<file path="src/rtl/mem_port_arbiter_pkg.sv">
// Shared types and access-size codes for the fetch/data memory port arbiter.
package arb_pkg;

    typedef enum logic {
        ARB_IDLE = 1'b0,
        ARB_WAIT = 1'b1
    } arb_state_t;

    typedef enum logic {
        OWN_IF = 1'b0,
        OWN_D  = 1'b1
    } arb_owner_t;

    // AddrMode: bit 2 selects zero-extension, bits 1:0 the access size.
    localparam logic [2:0] ADDRMODE_BYTE   = 3'b000;
    localparam logic [2:0] ADDRMODE_HALF   = 3'b001;
    localparam logic [2:0] ADDRMODE_WORD   = 3'b010;
    localparam logic [2:0] ADDRMODE_BYTE_U = 3'b100;
    localparam logic [2:0] ADDRMODE_HALF_U = 3'b101;

    function automatic int starve_cnt_width(input int limit);
        return $clog2(limit + 1);
    endfunction

endpackage

</file>
<file path="src/rtl/mem_port_arbiter_starve_ctr.sv">
// Saturating count of consecutive fetch losses; at_limit forces the next fetch win.
module arb_starve_ctr
    import arb_pkg::*;
#(
    parameter int LIMIT = 4,
    localparam int CW   = starve_cnt_width(LIMIT)
) (
    input  logic          clk,
    input  logic          rst,
    input  logic          i_inc,
    input  logic          i_clr,
    output logic          o_at_limit,
    output logic [CW-1:0] o_count
);

    localparam logic [CW-1:0] LIMIT_V = CW'(LIMIT);

    logic [CW-1:0] r_count;
    logic          w_at_limit;

    assign w_at_limit = (r_count == LIMIT_V);

    always_ff @(posedge clk or negedge rst) begin
        if (!rst) begin
            r_count <= '0;
        end else if (i_clr) begin
            r_count <= '0;
        end else if (i_inc && !w_at_limit) begin
            r_count <= r_count + CW'(1);
        end
    end

    assign o_at_limit = w_at_limit;
    assign o_count    = r_count;

endmodule

</file>
<file path="src/rtl/mem_port_arbiter.sv">
// Single memory port shared by fetch and load/store; data wins unless fetch has starved.
module mem_port_arbiter
    import arb_pkg::*;
#(
    parameter int ADDR_WIDTH   = 32,
    parameter int DATA_WIDTH   = 32,
    parameter int STARVE_LIMIT = 4,
    localparam int CNT_W       = starve_cnt_width(STARVE_LIMIT)
) (
    input  logic                  clk,
    input  logic                  rst,
    input  logic                  if_req,
    input  logic [ADDR_WIDTH-1:0] if_addr,
    output logic                  if_gnt,
    output logic                  if_rvalid,
    output logic [DATA_WIDTH-1:0] if_rdata,
    input  logic                  d_req,
    input  logic                  d_we,
    input  logic [ADDR_WIDTH-1:0] d_addr,
    input  logic [DATA_WIDTH-1:0] d_wdata,
    input  logic [2:0]            d_addrmode,
    output logic                  d_gnt,
    output logic                  d_rvalid,
    output logic [DATA_WIDTH-1:0] d_rdata,
    output logic                  mem_req,
    output logic                  mem_we,
    output logic [ADDR_WIDTH-1:0] mem_addr,
    output logic [DATA_WIDTH-1:0] mem_wdata,
    output logic [2:0]            mem_addrmode,
    input  logic                  mem_ready,
    input  logic                  mem_rvalid,
    input  logic [DATA_WIDTH-1:0] mem_rdata,
    output logic                  err_stray,
    output logic                  o_dbg_state,
    output logic                  o_dbg_owner,
    output logic [CNT_W-1:0]      o_dbg_starve_cnt
);

    // Handshake: a request is accepted in the cycle where mem_req & mem_ready are both
    // high (zero-latency issue from IDLE); exactly one mem_rvalid closes it from WAIT.

    arb_state_t       r_state;
    arb_state_t       w_state_nxt;
    arb_owner_t       r_owner;
    logic             w_at_limit;
    logic             w_win_d;
    logic             w_any_req;
    logic             w_grant;
    logic [CNT_W-1:0] w_starve_cnt;

    assign w_any_req = if_req | d_req;
    assign w_win_d   = d_req & ~(if_req & w_at_limit);
    assign w_grant   = (r_state == ARB_IDLE) & w_any_req & mem_ready;

    arb_starve_ctr #(
        .LIMIT(STARVE_LIMIT)
    ) u_starve_ctr (
        .clk       (clk),
        .rst       (rst),
        .i_inc     (w_grant & w_win_d & if_req),
        .i_clr     (w_grant & ~w_win_d),
        .o_at_limit(w_at_limit),
        .o_count   (w_starve_cnt)
    );

    always_ff @(posedge clk or negedge rst) begin
        if (!rst) begin
            r_state <= ARB_IDLE;
        end else begin
            r_state <= w_state_nxt;
        end
    end

    always_comb begin
        w_state_nxt = r_state;
        case (r_state)
            ARB_IDLE: if (w_grant)    w_state_nxt = ARB_WAIT;
            ARB_WAIT: if (mem_rvalid) w_state_nxt = ARB_IDLE;
            default:                  w_state_nxt = ARB_IDLE;
        endcase
    end

    always_ff @(posedge clk or negedge rst) begin
        if (!rst) begin
            r_owner <= OWN_IF;
        end else if (w_grant) begin
            r_owner <= w_win_d ? OWN_D : OWN_IF;
        end
    end

    // Everything is gated by rst so the port goes quiet the instant reset asserts.
    always_comb begin
        if_gnt       = 1'b0;
        d_gnt        = 1'b0;
        if_rvalid    = 1'b0;
        d_rvalid     = 1'b0;
        if_rdata     = '0;
        d_rdata      = '0;
        mem_req      = 1'b0;
        mem_we       = 1'b0;
        mem_addr     = '0;
        mem_wdata    = '0;
        mem_addrmode = 3'b000;
        err_stray    = 1'b0;
        if (rst) begin
            case (r_state)
                ARB_IDLE: begin
                    mem_req   = w_any_req;
                    if_gnt    = w_grant & ~w_win_d;
                    d_gnt     = w_grant & w_win_d;
                    err_stray = mem_rvalid;
                    if (w_win_d) begin
                        mem_we       = d_we;
                        mem_addr     = d_addr;
                        mem_wdata    = d_wdata;
                        mem_addrmode = d_addrmode;
                    end else begin
                        mem_addr     = if_addr;
                        mem_addrmode = ADDRMODE_WORD;
                    end
                end
                ARB_WAIT: begin
                    if (mem_rvalid) begin
                        if (r_owner == OWN_D) begin
                            d_rvalid = 1'b1;
                            d_rdata  = mem_rdata;
                        end else begin
                            if_rvalid = 1'b1;
                            if_rdata  = mem_rdata;
                        end
                    end
                end
                default: ;
            endcase
        end
    end

    assign o_dbg_state      = r_state;
    assign o_dbg_owner      = r_owner;
    assign o_dbg_starve_cnt = w_starve_cnt;

endmodule

</file>
<file path="config.mk">
export PLATFORM = sky130hd
export DESIGN_NAME = mem_port_arbiter
export DESIGN_NICKNAME = d
export VERILOG_FILES = /design/src/rtl/mem_port_arbiter_pkg.sv /design/src/rtl/mem_port_arbiter_starve_ctr.sv /design/src/rtl/mem_port_arbiter.sv
export SDC_FILE = /design/constraint.sdc
export NUM_CORES = 1
export LEC_CHECK = 0
export BUFFER_PORTS_ARGS = -buffer_cell sky130_fd_sc_hd__buf_2
export CORE_AREA = 8 8 102 104
export CTS_CLUSTER_SIZE = 40
export DETAILED_ROUTE_END_ITERATION = 7
export DIE_AREA = 0 0 110 112
export SKIP_LAST_GASP = 1
export SYNTH_ARGS = -nofsm -noshare
export SYNTH_HDL_FRONTEND = slang
export SYNTH_SLANG_ARGS = --single-unit
</file>
<file path="constraint.sdc">
create_clock -name clk -period 1.56 [get_ports clk]
set_clock_uncertainty 0.2 [all_clocks]
set_input_delay 0.156 -clock clk [delete_from_list [all_inputs] [get_ports clk]]
set_output_delay 0.156 -clock clk [all_outputs]
set_load 0.1 [all_outputs]
</file>
==> reports/results.md <==
• **Port-buffer cells** 280
• **number of flops mapped to enable cells by yosys** 0
• **worst path required time** 1.20 ns
• **standby leakage power** 0.00291 µW
• **ranking of synthesized cells by area** sky130_fd_sc_hd__and2_1 (26%), sky130_fd_sc_hd__and3_1 (14%), sky130_fd_sc_hd__nand4_1 (13%), sky130_fd_sc_hd__o21ai_0 (11%), sky130_fd_sc_hd__nand2_1 (8.2%)
• **Worst-path clk slew** 0.04 ns
• **num ports** 281
• **path category of the worst min-delay check** primary input to flop
• **Setup CP Type** flop to output pin
• **Setup Slack @ Placement** -0.325 ns
• **Period minus WS final** 2.09 ns
• **vias per std cell** 4.70
• **commonest cells in the synthesized netlist** sky130_fd_sc_hd__and2_1 (66), sky130_fd_sc_hd__o21ai_0 (36), sky130_fd_sc_hd__and3_1 (35), sky130_fd_sc_hd__nand2_1 (35), sky130_fd_sc_hd__nand4_1 (32)
• **clock insertion delay at the later pin of the skew report** 0.23 ns
• **number of antenna violations at the first check in global routing** 0
• **Max Clock Freq** 0.478 GHz
• **final clock period utilization by the worst path** 134%
• **routability-driven placement congestion ratio** 0.801
• **switching power** 2090 µW
• **number of max-slew violations in the final report** 0
• **Routed Wire Length** 13600 µm
• **sinks on the clock net** 5
• **largest fanout on the critical path** 30
• **startpoint type of the worst setup path** flop
• **Final Net Count** 709
• **Die Span Y** 112 µm
• **final routed wire length divided by cell count** 20.0 µm
• **Power Dens Cells** 556 nW/µm²
• **DRC violation count after routing** 0
• **worst reg2reg path startpoint** o_dbg_state
• **most frequent cell after synthesis** sky130_fd_sc_hd__and2_1
• **result of the run** complete, but fails checks
• **RSZ-0062 raised after global routing** yes
• **HPWL after DPL** 11000 µm
• **cell at the root of the clock tree** sky130_fd_sc_hd__clkbuf_8
• **maximum count of clock buffers along a single path** 2
• **number of nets still failing antenna checks after routing** 0
• **synth unique cells** 26
• **largest net degree at the start of global routing** 44
• **Die Area** 12300 µm²
• **share of final-layout standard cells stronger than drive strength 1** 85.7%
• **overflow left after global routing** 0
• **part of the total power dissipated in the clock network** 6.8%
• **Synthesis Warnings** 0
• **Max-slew headroom** 82.1%
• **number of iterations in the first detailed-routing pass** 4
• **internal power contribution** 1610 µW
• **Arr. time, crit path** 1.74 ns
• **failing checks** negative setup slack
• **Synth top area share** 25.9%
• **highest ir drop seen on vdd** 0.000310 V
• **effective utilization at floorplan** 17.9%
• **actual slew at the worst max-slew pin** 0.268 ns
• **total power after layout** 3710 µW
• **number of diodes added for antenna fixing** 0
• **Max-cap violations** 0
• **Std-Cell Rows** 35
• **average size of a mapped cell** 5.97 µm²
• **cell count after synthesis** 267
• **flip-flop and latch count after synthesis** 5
• **clock tree from TritonCTS** done
• **core area** 8890 µm²
• **clock buffers created by TritonCTS** 3
• **crit path setup slack, layout** -0.533 ns
• **Worst Setup End Kind** output pin
• **net count after synthesis** 407
• **startpoint of the lowest-slack hold path** mem_ready
• **final hold vios** 0
• **H-Tree Depth** 1
• **Primary FF master, synth** sky130_fd_sc_hd__dfrtp_1
• **number of global-route vias before repair** 3381
• **count of fill cells added during filler insertion** 587
• **Setup Total Neg Slack** -61.13 ns
• **ys async rst share** 100%
• **proportion of synthesized chip area in sequential cells** 7.85%
• **switching part of the total power** 56.5%
• **overall via count from detail_route** 3190
• **Critical Path Source** o_dbg_state
• **x dimension of the die** 110 µm
• **Area Growth Syn to Fin** 318%
• **total routing resource utilization after global routing** 19.5%
• **library cell occupying the most area in the post-synthesis netlist** sky130_fd_sc_hd__and2_1
• **count of routing violations after the opening detailed-route iteration** 112
• **post-synth design cell area** 1590 µm²
• **Gate power share** 87.8%
• **part of the total power dissipated in sequential elements** 5.4%
• **global-route wire length before repair** 18900 µm
• **final number of setup-violating endpoints** 142
## worst paths after layout
check / to / slack (ns) / cells after the start
worst max-delay path: mem_addr[4] / -0.53 / 5
worst min-delay path: o_dbg_owner / 0.02 / 3
worst max register to register: u_starve_ctr.o_count[2] / -0.07 / 6
worst min register to register: u_starve_ctr.o_count[0] / 0.47 / 2
max in group asynchronous: o_dbg_state / 0.55 / 4
min in group asynchronous: o_dbg_owner / 0.37 / 4
## placed cells by master (no fill, tap or decap), drive strengths merged
cell,count
buf,319
and2,68
o21ai,36
nand2,35
and3,35
nand4,32
clkbuf,10
inv,6
dfrtp,5
nor2,5
nand3,3
a21boi,2
dlygate4sd3,2
ha,2
and2b,1
mux2i,1
o21a,1
nand3b,1
nand2b,1
a31oi,1
nor3b,1
o31ai,1
## flip-flops by register name (all words and copies together) (netlist names)
signal	count
o_dbg_owner	1
o_dbg_state	1
u_starve_ctr.o_count	3
## worst max-delay path: stages (launching register included)
cell and delay (ns):
sky130_fd_sc_hd__dfrtp_4 0.46, sky130_fd_sc_hd__and2b_4 0.34, sky130_fd_sc_hd__buf_12 0.20, sky130_fd_sc_hd__nand4_1 0.19
sky130_fd_sc_hd__o21ai_4 0.12, sky130_fd_sc_hd__buf_12 0.19
## what timing repair did
action,CTS,global route
pin swaps,10,31
buffers inserted,7,5
gates cloned,5,6
endpoints found under the setup margin,139,141
gates resized for setup,21,33
hold buffers,2,0
endpoints found under the hold margin,6,0
## power by group through the flow
| stage | Sequential, µW | Clock (µW) | Combinational (µW) |
|---|---|---|---|
| 2_1_floorplan | 394 | 0 | 1720 |
| 3_3_place_gp | 192 | 0 | 3020 |
| 3_5_place_dp | 195 | 0 | 3060 |
| 4_1_cts | 198 | 255 | 3180 |
| 5_1_grt | 203 | 267 | 3370 |
| 6_report | 199 | 253 | 3250 |
## layer usage
layer	wire length, µm	up-vias	track usage, %
met3	1460	12	6.87
met4	178	0	3.87
met2	7620	168	38.3
met1	4300	1484	18.4
met5	0	-	0
li1	-	1526	-
## stage by stage
stage / instance area (µm²) / hold slack, ns / std cells / utilization [%]
2_1_floorplan: 2490 / -0.340 / 267 / -
3_3_place_gp: 6150 / -0.0169 / 655 / 69.2
3_5_place_dp: 6150 / -0.00263 / 655 / 69.2
5_1_grt: 6660 / 0.0545 / 679 / 74.9
4_1_cts: 6420 / 0.0175 / 672 / 72.3
6_report: 6660 / 0.0210 / 679 / 74.9
## layout make-up
type / instances / area [µm²] / area share (%)
inverters: 6 / 27.5 / 0.413
clock buffers: 4 / 45.0 / 0.676
flip-flops and latches: 5 / 141 / 2.12
well taps: 111 / 139 / 2.08
multi-input cells: 226 / 2110 / 31.7
repair buffers: 327 / 4200 / 63.0
## cell families after synthesis
kind of cell	after synthesis	synth area share (%)
DFF	5	7.85
buffers and inverters	37	11.1
adders and majority gates	2	1.57
muxes	1	0.628
AOI/OAI and AO/OA	41	13.6
and+or+nand+nor	181	65.2
(Power assumes the default switching activity.)
